===== config.mk =====
export PLATFORM = sky130hd
export DESIGN_NAME = bistable_state_detector
export DESIGN_NICKNAME = d
export VERILOG_FILES = /design/src/rtl/bistable_state_detector.sv
export SDC_FILE = /design/constraint.sdc
export NUM_CORES = 1
export LEC_CHECK = 0
export CORE_ASPECT_RATIO = 1.5
export CORE_UTILIZATION = 49
export DETAILED_ROUTE_END_ITERATION = 12
export GPL_TIMING_DRIVEN = 0
export PLACE_DENSITY = 0.86
export SYNTH_ARGS = -nofsm -noshare
export SYNTH_HDL_FRONTEND = slang
export SYNTH_SLANG_ARGS = --single-unit

===== constraint.sdc =====
create_clock -name adc_clk_i -period 3.8 [get_ports adc_clk_i]
set_input_delay 0.76 -clock adc_clk_i [delete_from_list [all_inputs] [get_ports adc_clk_i]]
set_output_delay 0.76 -clock adc_clk_i [all_outputs]
set_load 0.005 [all_outputs]

===== src/rtl/bistable_state_detector.sv =====
// Two-well hysteresis classifier with debounce; reports each completed LOW/HIGH
// residence time and counts well-to-well transitions.
module bistable_state_detector #(
  parameter int DW       = 16,
  parameter int CW       = 32,
  parameter int DEBOUNCE = 4
) (
  input  logic                 adc_clk_i,
  input  logic                 adc_rstn_i,
  input  logic                 enable_i,
  input  logic signed [DW-1:0] adc_data_i,
  input  logic signed [DW-1:0] thr_hi_i,
  input  logic signed [DW-1:0] thr_lo_i,
  output logic [1:0]           state_o,
  output logic [CW-1:0]        dwell_o,
  output logic                 dwell_valid_o,
  output logic                 dwell_level_o,
  output logic [CW-1:0]        trans_cnt_o
);

  typedef enum logic [1:0] {
    ST_INIT = 2'b00,
    ST_LOW  = 2'b01,
    ST_HIGH = 2'b10
  } state_t;

  localparam logic [7:0]    DEB_LAST = 8'(DEBOUNCE - 1);
  localparam logic [CW-1:0] CNT_MAX  = '1;

  state_t                state_q, state_d;
  logic signed [DW-1:0]  s_q;
  logic [7:0]            deb_cnt, deb_d, deb_base;
  logic                  dir_q, dir_d;
  logic [CW-1:0]         res_cnt, res_d, res_inc;
  logic                  thr_ok, up, dn, qual, entry, report;

  always_comb begin
    thr_ok = !(thr_lo_i > thr_hi_i);
    up     = thr_ok && (s_q > thr_hi_i);
    dn     = thr_ok && (s_q < thr_lo_i);
  end

  always_comb begin
    state_d  = state_q;
    deb_d    = '0;
    deb_base = deb_cnt;
    dir_d    = dir_q;
    qual     = 1'b0;
    case (state_q)
      ST_INIT: begin
        qual = up | dn;
        if (qual) begin
          dir_d = up;
          // a change of direction in INIT restarts the run from this sample
          if (deb_cnt != '0 && dir_q != up) deb_base = '0;
        end
      end
      ST_LOW:  qual = up;
      ST_HIGH: qual = dn;
      default: state_d = ST_INIT;
    endcase
    if (qual) begin
      if (deb_base == DEB_LAST) begin
        state_d = up ? ST_HIGH : ST_LOW;
        deb_d   = '0;
      end else begin
        deb_d = deb_base + 8'd1;
      end
    end

    res_inc = (res_cnt == CNT_MAX) ? res_cnt : res_cnt + {{(CW-1){1'b0}}, 1'b1};
    entry   = (state_d != state_q);
    report  = entry && (state_q == ST_LOW || state_q == ST_HIGH);
    res_d   = (entry || state_q == ST_INIT) ? '0 : res_inc;
  end

  always_ff @(posedge adc_clk_i or negedge adc_rstn_i) begin
    if (!adc_rstn_i) begin
      state_q       <= ST_INIT;
      s_q           <= '0;
      deb_cnt       <= '0;
      dir_q         <= 1'b0;
      res_cnt       <= '0;
      dwell_o       <= '0;
      dwell_valid_o <= 1'b0;
      dwell_level_o <= 1'b0;
      trans_cnt_o   <= '0;
    end else begin
      s_q <= adc_data_i;
      if (!enable_i) begin
        state_q       <= ST_INIT;
        deb_cnt       <= '0;
        dir_q         <= 1'b0;
        res_cnt       <= '0;
        dwell_valid_o <= 1'b0;
        trans_cnt_o   <= '0;
      end else begin
        state_q       <= state_d;
        deb_cnt       <= deb_d;
        dir_q         <= dir_d;
        res_cnt       <= res_d;
        dwell_valid_o <= report;
        if (report) begin
          dwell_o       <= res_inc;
          dwell_level_o <= (state_q == ST_HIGH);
          trans_cnt_o   <= trans_cnt_o + {{(CW-1){1'b0}}, 1'b1};
        end
      end
    end
  end

  assign state_o = state_q;

endmodule

==> impl_metrics.yaml, run 1 <==
sta:
  finClkSkew_ns: 0.0138
  hold_slack_ns: 0.242
  setup_tns_ns: -21.79
  fmax_ghz: 0.242
  slew_viol_final: 0
  rsz0062_at_grt: "yes"
  slew_headroom_pct: 53.9
  setup_viol: 98
  worst_slack_ns: -0.335
  hold_viol_final: 0
  worst_pin_slew_ns: 0.692
  post-route-period-util_pct: 109
  period_needed_ns: 4.14
worst_setup_path:
  cpLargestDelayFamily: "compound AO/OA/AOI/OAI gates"
  crit_chain: "clkdlybuf4s15_2 -> inv_2 -> ha_4 -> o2111ai_4 -> a2111oi_4 -> nor4b_4 -> mux2_4 -> a211oi_4 -> and2b_2 -> ha_4 -> o2111ai_4 -> mux2i_2 -> buf_6 -> buf_8 -> nor2_4 -> mux2_4"
  crit_path_max_incr_delay_ns: 0.50
  end_kind: "register"
  ff2ff_path_depth: 15
  critPathLaunch: "thr_lo_i[3]"
  crit_required_ns: 4.10
  r2r_end: "dwell_level_o"
  cp_max_fo: 7
  rrSetupSlack_ns: -0.29
  startpoint_type: "primary input"
  crit_type: "primary input to register"
  crit_end: "dwell_level_o"
  path_buf_inv: 4
  arrival_ns: 4.43
  r2r_start: "s_q[6]"
  worstSetupPathDepth: 16
  cpMaxStageDelayCell: "a2111oi_4"
global_routing:
  gr-usage-all-layers_pct: 30.7
  grt_pass1_wl_mm: 35.0
  grt_pass1_vias: 7084
  grt_max_degree: 93
  grt.overflow.total: 0
  antenna_found_initial: 1
cts:
  cts_num_sinks: 125
  cts_tree: "yes"
  cts_hold_buf: 0
  cts_buffers: 17
  clkLatencyLatePin_ns: 0.42
  htree_levels: 4
  ctsRootBufferMaster: "clkbuf_16"
  clkSlewWorstSetupHoldPaths_ns: 0.06
  clock_path_buffers: 2
pwr:
  ir_drop_uv: 297
  power.leakage_nw: 4.29
  powerDensity_nw_per_um2: 319
finish:
  nFillCells: 906
  drive_above_1_share_pct: 26.4
  fin_nets: 1022
  layout_commonest_cell: "dfrtp_1"
  multi_input_area_um2: 4530
  final_cell_mix: "dfrtp_1 (124), clkdlybuf4s50_1 (87), nand2_1 (57), o21ai_0 (42), o31ai_1 (42)"
  syn_to_final_growth_pct: 46.8
  seq_area_um2: 3130
yosys:
  yosysTopAreaCell: "dfrtp_1"
  synth.area.top_cells: "dfrtp_1 (44%), ha_1 (9.9%), o31ai_1 (4.7%), nor2_1 (3.7%), nand2_1 (3.2%)"
  syn-cell-area_um2: 7060
  ys_seq_area_share_pct: 44.3
  synth_warnings: 0
  syn_area_per_cell_um2: 9.54
  synth_cell_types: 54
  syn-instance-count: 740
  synth_top_area_share_pct: 44.3
  syn-num-nets: 847
  synth_seq_cells: 125
  synth_edf_count: 0
  async_reset_ff_share_pct: 100
  synthFlopType: "dfrtp_1"
flow_run:
  max-cap-violations: 0
floorplan:
  fp.dieW_um: 100
  ios: 119
  dieHeight_um: 149
  core.rowCount: 53
  core_area_um2: 14100
  die_area_um2: 14900
  start_util_pct: 50.2
route:
  wl_per_cell_um: 20.6
  antenna_left: 0
  first_iter_violations: 467
  drc: 0
  vias: 6733
  drtPass1Iterations: 5
  vias_per_cell: 6.01
  wl_mm: 23.1
place:
  place_ws_ns: -1.34
  hpwlAfterDp_mm: 13.4
  portBuffers: 118
  gp_congestion: 0.870
hold_path:
  hold_path_class: "primary input to async pin"
outcome:
  outcome: "finished, violations left"
  violations: "negative setup slack"
-- logic make-up after synthesis --
kind of cell | Yosys count | share of synthesized area [%]
flops | 125 | 44.3
compound gates | 154 | 14.2
simple gates | 263 | 18.9
mux | 22 | 3.28
buf+inv | 80 | 4.41
fa+ha+maj | 56 | 9.92
xor+xnor | 40 | 4.96
-- layer usage --
metal,up-vias,part of all wire (%),GRT usage (%)
met1,3324,35,31.3
li1,2975,-,-
met2,318,54,56.4
met4,0,6.0,18.3
met5,-,0,0
met3,116,5.6,6.65
-- through the flow --
| stage | instance area, µm² | power (mW) | cells | utilization (%) |
|---|---|---|---|---|
| floorplan | 7290 | 1.56 | 740 | - |
| global placement | 8710 | 1.71 | 1050 | 61.9 |
| detailed placement | 8740 | 1.72 | 1051 | 62.1 |
| CTS | 10200 | 3.26 | 1114 | 72.5 |
| global route | 10400 | 3.41 | 1120 | 73.7 |
| finish | 10400 | 3.31 | 1121 | 73.7 |
-- layout make-up --
type                    count  share of cell area [%]
multi-input cells         535                    43.7
flip-flops and latches    125                    30.2
repair buffers            157                    14.5
clock buffers              19                    4.27
well taps                 192                    2.32
plain buffers              30                    2.28
inverters                  49                    1.89
clock inverters            13                   0.905
diodes                      1                  0.0241
-- synthesized netlist by cell type, drive strengths merged, types with 2 or more instances --
| cell type | n |
|---|---|
| and2 | 13 |
| a21oi | 32 |
| a211oi | 3 |
| dfrtp | 125 |
| o21a | 2 |
| nand4 | 20 |
| nand2 | 60 |
| mux2 | 3 |
| nor2 | 69 |
| inv | 48 |
| or3 | 4 |
| mux2i | 19 |
| a21o | 5 |
| and3 | 19 |
| o22ai | 2 |
| o21ai | 47 |
| nor2b | 4 |
| o31ai | 44 |
| o211ai | 6 |
| nor4 | 5 |
| nor3 | 6 |
| a31oi | 3 |
| o2111ai | 3 |
| nand2b | 16 |
| clkbuf | 22 |
| o41ai | 2 |
| and4 | 4 |
| xnor2 | 19 |
| buf | 9 |
| or4 | 9 |
| xor2 | 21 |
| nand3 | 26 |
| ha | 56 |
| or2 | 3 |
-- worst min-delay path by stage --
stage,start,end,slack (ns),cells after the start
2_1_floorplan,adc_rstn_i,deb_cnt[0],0.46,0
3_3_place_gp,dwell_o[30],dwell_o[30],0.49,2
3_5_place_dp,dwell_o[7],dwell_o[7],0.50,2
4_1_cts,adc_rstn_i,s_q[3],0.24,1
5_1_grt,adc_rstn_i,trans_cnt_o[27],0.26,1
6_report,adc_rstn_i,trans_cnt_o[27],0.24,1
-- report_power, final --
| group | internal, mW | switching, mW | total, mW |
|---|---|---|---|
| Clock | 0.850 | 0.639 | 1.49 |
| Sequential | 1.36 | 0.0216 | 1.38 |
| Combinational | 0.212 | 0.227 | 0.439 |
| Total | 2.42 | 0.888 | 3.31 |
-- registers in the layout (all words and copies together) (netlist names) --
name,flops
dir_q,1
dwell_valid_o,1
deb_cnt,8
trans_cnt_o,32
s_q,16
dwell_o,32
res_cnt,32
dwell_level_o,1
state_o,2
-- repair_timing --
action,CTS,global route
buffers inserted,28,7
setup endpoints to repair,104,98
pin swaps,55,12
gates resized for setup,221,45
gates cloned,4,1
(Power assumes the default switching activity.)
==> run 2: changes to the inputs <==
CORE_UTILIZATION = 50   (was 49)
CTS_BUF_LIST = sky130_fd_sc_hd__clkbuf_8   (was default)
PLACE_DENSITY = 0.88   (was 0.86)
==> impl_metrics.yaml, run 2 (same netlist as run 1, synthesis figures left out) <==
place:
  gp_congestion: 0.866
  hpwlAfterDp_mm: 13.3
  portBuffers: 118
  dpl_cell_area_um2: 8700
global_routing:
  gr-usage-all-layers_pct: 29.5
  grt.overflow.total: 0
  grt_pass1_wl_mm: 33.6
  antenna_found_initial: 1
  grt_pass1_vias: 6955
  grt_max_degree: 67
flow_run:
  max-cap-violations: 0
finish:
  fin_nets: 1023
  reg_top3: "dwell_o x32, res_cnt x32, trans_cnt_o x32"
  final_cell_mix: "dfrtp_1 (122), clkdlybuf4s50_1 (86), nand2_1 (57), nor2_1 (48), o31ai_1 (40)"
  layout_commonest_cell: "dfrtp_1"
  syn_to_final_growth_pct: 42.7
  drive_above_1_share_pct: 25.8
  fin_area_um2: 10100
outcome:
  violations: "negative setup slack"
  outcome: "finished, violations left"
worst_setup_path:
  crit_path_max_incr_delay_ns: 0.36
  startpoint_type: "primary input"
  crit_type: "primary input to register"
  arrival_ns: 4.23
  cpMaxStageDelayCell: "or3_4"
  rrSetupSlack_ns: -0.05
  crit_required_ns: 4.17
  cp_max_fo: 7
  end_kind: "register"
  crit_chain: "buf_2 -> inv_8 -> ha_4 -> and4_4 -> nor2b_1 -> a21oi_1 -> nor4b_4 -> mux2_4 -> a211oi_4 -> and2b_2 -> ha_4 -> o2111ai_4 -> buf_6 -> mux2_4 -> buf_6 -> or3_4 -> a21oi_2"
route:
  drc: 0
  drtPass1Iterations: 7
  first_iter_violations: 326
  vias: 6657
  antenna_left: 0
  vias_per_cell: 6.10
  wl_mm: 21.5
  wl_per_cell_um: 19.6
sta:
  post-route-period-util_pct: 102
  finClkSkew_ns: 0.0163
  hold_viol_final: 0
  slew_headroom_pct: 46.2
  worst_pin_slew_ns: 0.806
  period_needed_ns: 3.87
  fmax_ghz: 0.259
  slew_viol_final: 0
  rsz0062_at_grt: "yes"
  worst_slack_ns: -0.0676
  setup_viol: 10
floorplan:
  core_area_um2: 13700
  core.rowCount: 52
  dieHeight_um: 148
  fp.dieW_um: 99.0
  start_util_pct: 51.7
  die_area_um2: 14600
  ios: 119
cts:
  cts_tree: "yes"
  cts_buffers: 17
  cts_num_sinks: 125
  cts_hold_buf: 0
  clock_path_buffers: 2
  htree_levels: 4
  clkSlewWorstSetupHoldPaths_ns: 0.08
  clkLatencyLatePin_ns: 0.45
  ctsRootBufferMaster: "clkbuf_8"
pwr:
  power.leakage_nw: 4.23
  total_power_mw: 3.07
  ir_drop_uv: 284
  powerDensity_nw_per_um2: 305
hold_path:
  hold_path_class: "primary input to async pin"
[run 2: report_power, final]
part,internal [mW],switching (mW),total [mW]
registers,1.35,0.0234,1.38
logic,0.213,0.220,0.434
clock network,0.687,0.577,1.26
total,2.25,0.821,3.07
[run 2: layer usage]
layer,global-route usage (%),routed length [µm]
met2,52.7,11500
met1,31.5,7830
met3,7.23,1160
met5,0,0
met4,16.4,1000
[run 2: worst paths after layout]
kind,to,cells after the start,startpoint
min in group adc_clk_i,dwell_o[30],2,dwell_o[30]
hold / removal,trans_cnt_o[28],1,adc_rstn_i
setup / recovery,trans_cnt_o[11],17,thr_lo_i[11]
setup reg to reg,trans_cnt_o[11],15,s_q[11]
hold reg to reg,dwell_o[30],2,dwell_o[30]
max in group asynchronous,s_q[6],2,adc_rstn_i
[run 2: what timing repair did]
| item | CTS | global route |
|---|---|---|
| resized for setup | 166 | 78 |
| buffers inserted | 22 | 14 |
| endpoints found under the setup margin | 99 | 97 |
| pin swaps | 57 | 24 |
| gates cloned | 3 | 1 |
[run 2: metrics by stage]
step | hold WS (ns) | utilization (%) | cells | setup WS (ns) | TNS [ns]
finish | 0.273 | 73.8 | 1092 | -0.0676 | -0.259
detailed placement | 0.499 | 63.7 | 1021 | -1.28 | -113.26
global route | 0.314 | 73.8 | 1092 | -0.146 | -4.73
CTS | 0.278 | 71.5 | 1078 | -0.00446 | -0.00446
floorplan | 0.464 | - | 740 | -0.126 | -4.64
global placement | 0.493 | 63.5 | 1020 | -3.04 | -491.49
[run 2: worst max-delay path: cells and delay by family]
family                     cells  cell delay [ns]
adders and majority gates      2             0.40
muxes                          2             0.68
buffers and inverters          4             0.48
AOI/OAI and AO/OA              4             0.62
and+or+nand+nor                5             1.28
[run 2: cell type report]
| type | count | area (µm²) |
|---|---|---|
| timing repair buffer | 158 | 1480 |
| multi-input combinational | 535 | 4430 |
| clock buffer | 19 | 262 |
| tap | 162 | 203 |
| sequential | 125 | 3130 |
| clock inverter | 13 | 163 |
| fill | 876 | 3580 |
| inverter | 49 | 194 |
| buffer | 30 | 216 |
| antenna | 1 | 2.50 |
==> run 3: changes to the inputs <==
CORE_ASPECT_RATIO = 1.1   (was 1.5)
==> impl_metrics.yaml, run 3 (same netlist as run 1, synthesis figures left out) <==
worst_setup_path:
  end_kind: "register"
  startpoint_type: "primary input"
  cpMaxStageDelayCell: "or4_1"
  arrival_ns: 4.37
  cp_max_fo: 8
  crit_path_max_incr_delay_ns: 0.45
  crit_chain: "dlygate4sd2_1 -> inv_2 -> ha_1 -> nand2_1 -> o21ai_0 -> a41oi_2 -> a31oi_4 -> o21ai_4 -> a211oi_4 -> buf_4 -> buf_4 -> o2111ai_4 -> mux2i_2 -> buf_6 -> buf_4 -> or4_1 -> a21oi_2"
  crit_required_ns: 4.17
  crit_top_cell: "buf_4"
  crit_type: "primary input to register"
pwr:
  pwr-share-seq_pct: 42.7
  ir_drop_uv: 312
  powerDensity_nw_per_um2: 311
  power.leakage_nw: 4.33
  internal_power_mw: 2.40
  switching_power_mw: 0.818
  clockPowerShare_pct: 43.3
  total_power_mw: 3.22
  sw_frac_of_total_pct: 25.4
  pwr-share-comb_pct: 14.0
floorplan:
  die_area_um2: 14600
  core.rowCount: 45
  ios: 119
  core_area_um2: 13800
  dieHeight_um: 127
  start_util_pct: 51.2
  fp.dieW_um: 115
place:
  gp_congestion: 0.868
  portBuffers: 118
  hpwlAfterDp_mm: 12.9
  dp_cells: 1047
  dpl_cell_area_um2: 8730
route:
  vias_per_cell: 6.02
  vias: 6772
  wl_per_cell_um: 20.2
  first_iter_violations: 634
  wl_mm: 22.7
  drc: 0
  drtPass1Iterations: 6
  antenna_left: 0
cts:
  cts_buffers: 17
  clock_path_buffers: 2
  ctsRootBufferMaster: "clkbuf_8"
  cts_num_sinks: 125
  cts_tree: "yes"
  clkSlewWorstSetupHoldPaths_ns: 0.08
  clkLatencyLatePin_ns: 0.45
  htree_levels: 4
finish:
  fin_nets: 1030
  nFillCells: 831
  final_cell_mix: "dfrtp_1 (123), clkdlybuf4s50_1 (85), nand2_1 (58), o21ai_0 (45), o31ai_1 (42)"
  drive_above_1_share_pct: 26.9
  fin_cells: 1124
  reg_top3: "dwell_o x32, res_cnt x32, trans_cnt_o x32"
  layout_commonest_cell: "dfrtp_1"
  fin_area_um2: 10400
  syn_to_final_growth_pct: 46.8
  diodes: 0
flow_run:
  max-cap-violations: 0
sta:
  finClkSkew_ns: 0.0161
  slew_headroom_pct: 52.4
  post-route-period-util_pct: 105
  rsz0062_at_grt: "yes"
  worst_pin_slew_ns: 0.714
  setup_viol: 92
  period_needed_ns: 4.00
  hold_viol_final: 0
  worst_slack_ns: -0.204
  fmax_ghz: 0.250
  slew_viol_final: 0
global_routing:
  grt_max_degree: 93
  grt_pass1_vias: 6690
  gr-usage-all-layers_pct: 29.0
  antenna_found_initial: 0
  grt.overflow.total: 0
  grt_pass1_wl_mm: 32.6
outcome:
  violations: "negative setup slack"
  outcome: "finished, violations left"
hold_path:
  hold_path_class: "primary input to async pin"
run 3: changes by cell type in the layout (fill, tap and decap cells not counted), sizes merged:
cell	before	now
buf	66	72
bufinv	3	5
clkbuf	44	41
clkdlybuf4s15	3	4
clkdlybuf4s50	86	85
clkinv	5	7
clkinvlp	3	0
diode	1	0
dlygate4sd2	7	13
dlymetal6s2s	1	0
inv	51	49
run 3: final cells by class:
cell class	instances	area [µm²]	share of cell area, %
clock buffers	20	275	2.66
plain buffers	30	224	2.16
clock inverters	12	191	1.85
repair buffers	165	1580	15.2
flip-flops and latches	125	3130	30.2
multi-input cells	535	4540	43.8
well taps	188	235	2.27
inverters	49	196	1.89
run 3: final timing paths:
check	cells past startpoint	from	endpoint	slack, ns
max	17	thr_hi_i[7]	trans_cnt_o[22]	-0.20
min	1	adc_rstn_i	trans_cnt_o[30]	0.20
max reg2reg	15	s_q[15]	trans_cnt_o[22]	-0.19
min reg2reg	2	dwell_o[30]	dwell_o[30]	0.51
max in group asynchronous	2	adc_rstn_i	s_q[11]	2.80
min in group adc_clk_i	2	dwell_o[30]	dwell_o[30]	0.51
run 3: power groups by stage:
stage          logic, mW  clock network [mW]  registers [mW]
2_1_floorplan      0.164                   0            1.39
3_3_place_gp       0.308                   0            1.40
3_5_place_dp       0.321                   0            1.40
4_1_cts            0.392                1.39            1.37
5_1_grt            0.486                1.46            1.38
6_report           0.450                1.39            1.38
run 3: critical path, delay by kind of cell:
kind,cells,cell delay [ns]
buf+inv,6,0.92
simple gates,2,0.59
fa+ha+maj,1,0.33
compound gates,7,1.53
mux,1,0.23
run 3: per-stage QoR:
stage               util (%)  setup WS (ns)  setup TNS [ns]  hold WS [ns]
finish                  75.1         -0.204           -7.12         0.200
global route            75.1         -0.351          -24.42         0.200
CTS                     71.3        -0.0250         -0.0250         0.191
detailed placement      63.3          -1.43         -127.62         0.500
global placement        63.1          -2.95         -488.37         0.494
floorplan                  -         -0.126           -4.64         0.464
run 3: timing repair:
action                                  4_1_cts  5_1_grt
resized for setup                           160      111
endpoints found under the setup margin      104       97
hold buffers                                  0        0
pin swaps                                    51       27
cloned                                        3        2
setup buffers                                26       15
run 3: metal layers:
layer / share of wire (%) / GRT usage, %
met3: 5.9 / 5.97
met4: 4.1 / 13.8
met1: 38 / 32.6
met2: 52 / 51.9
met5: 0 / 0
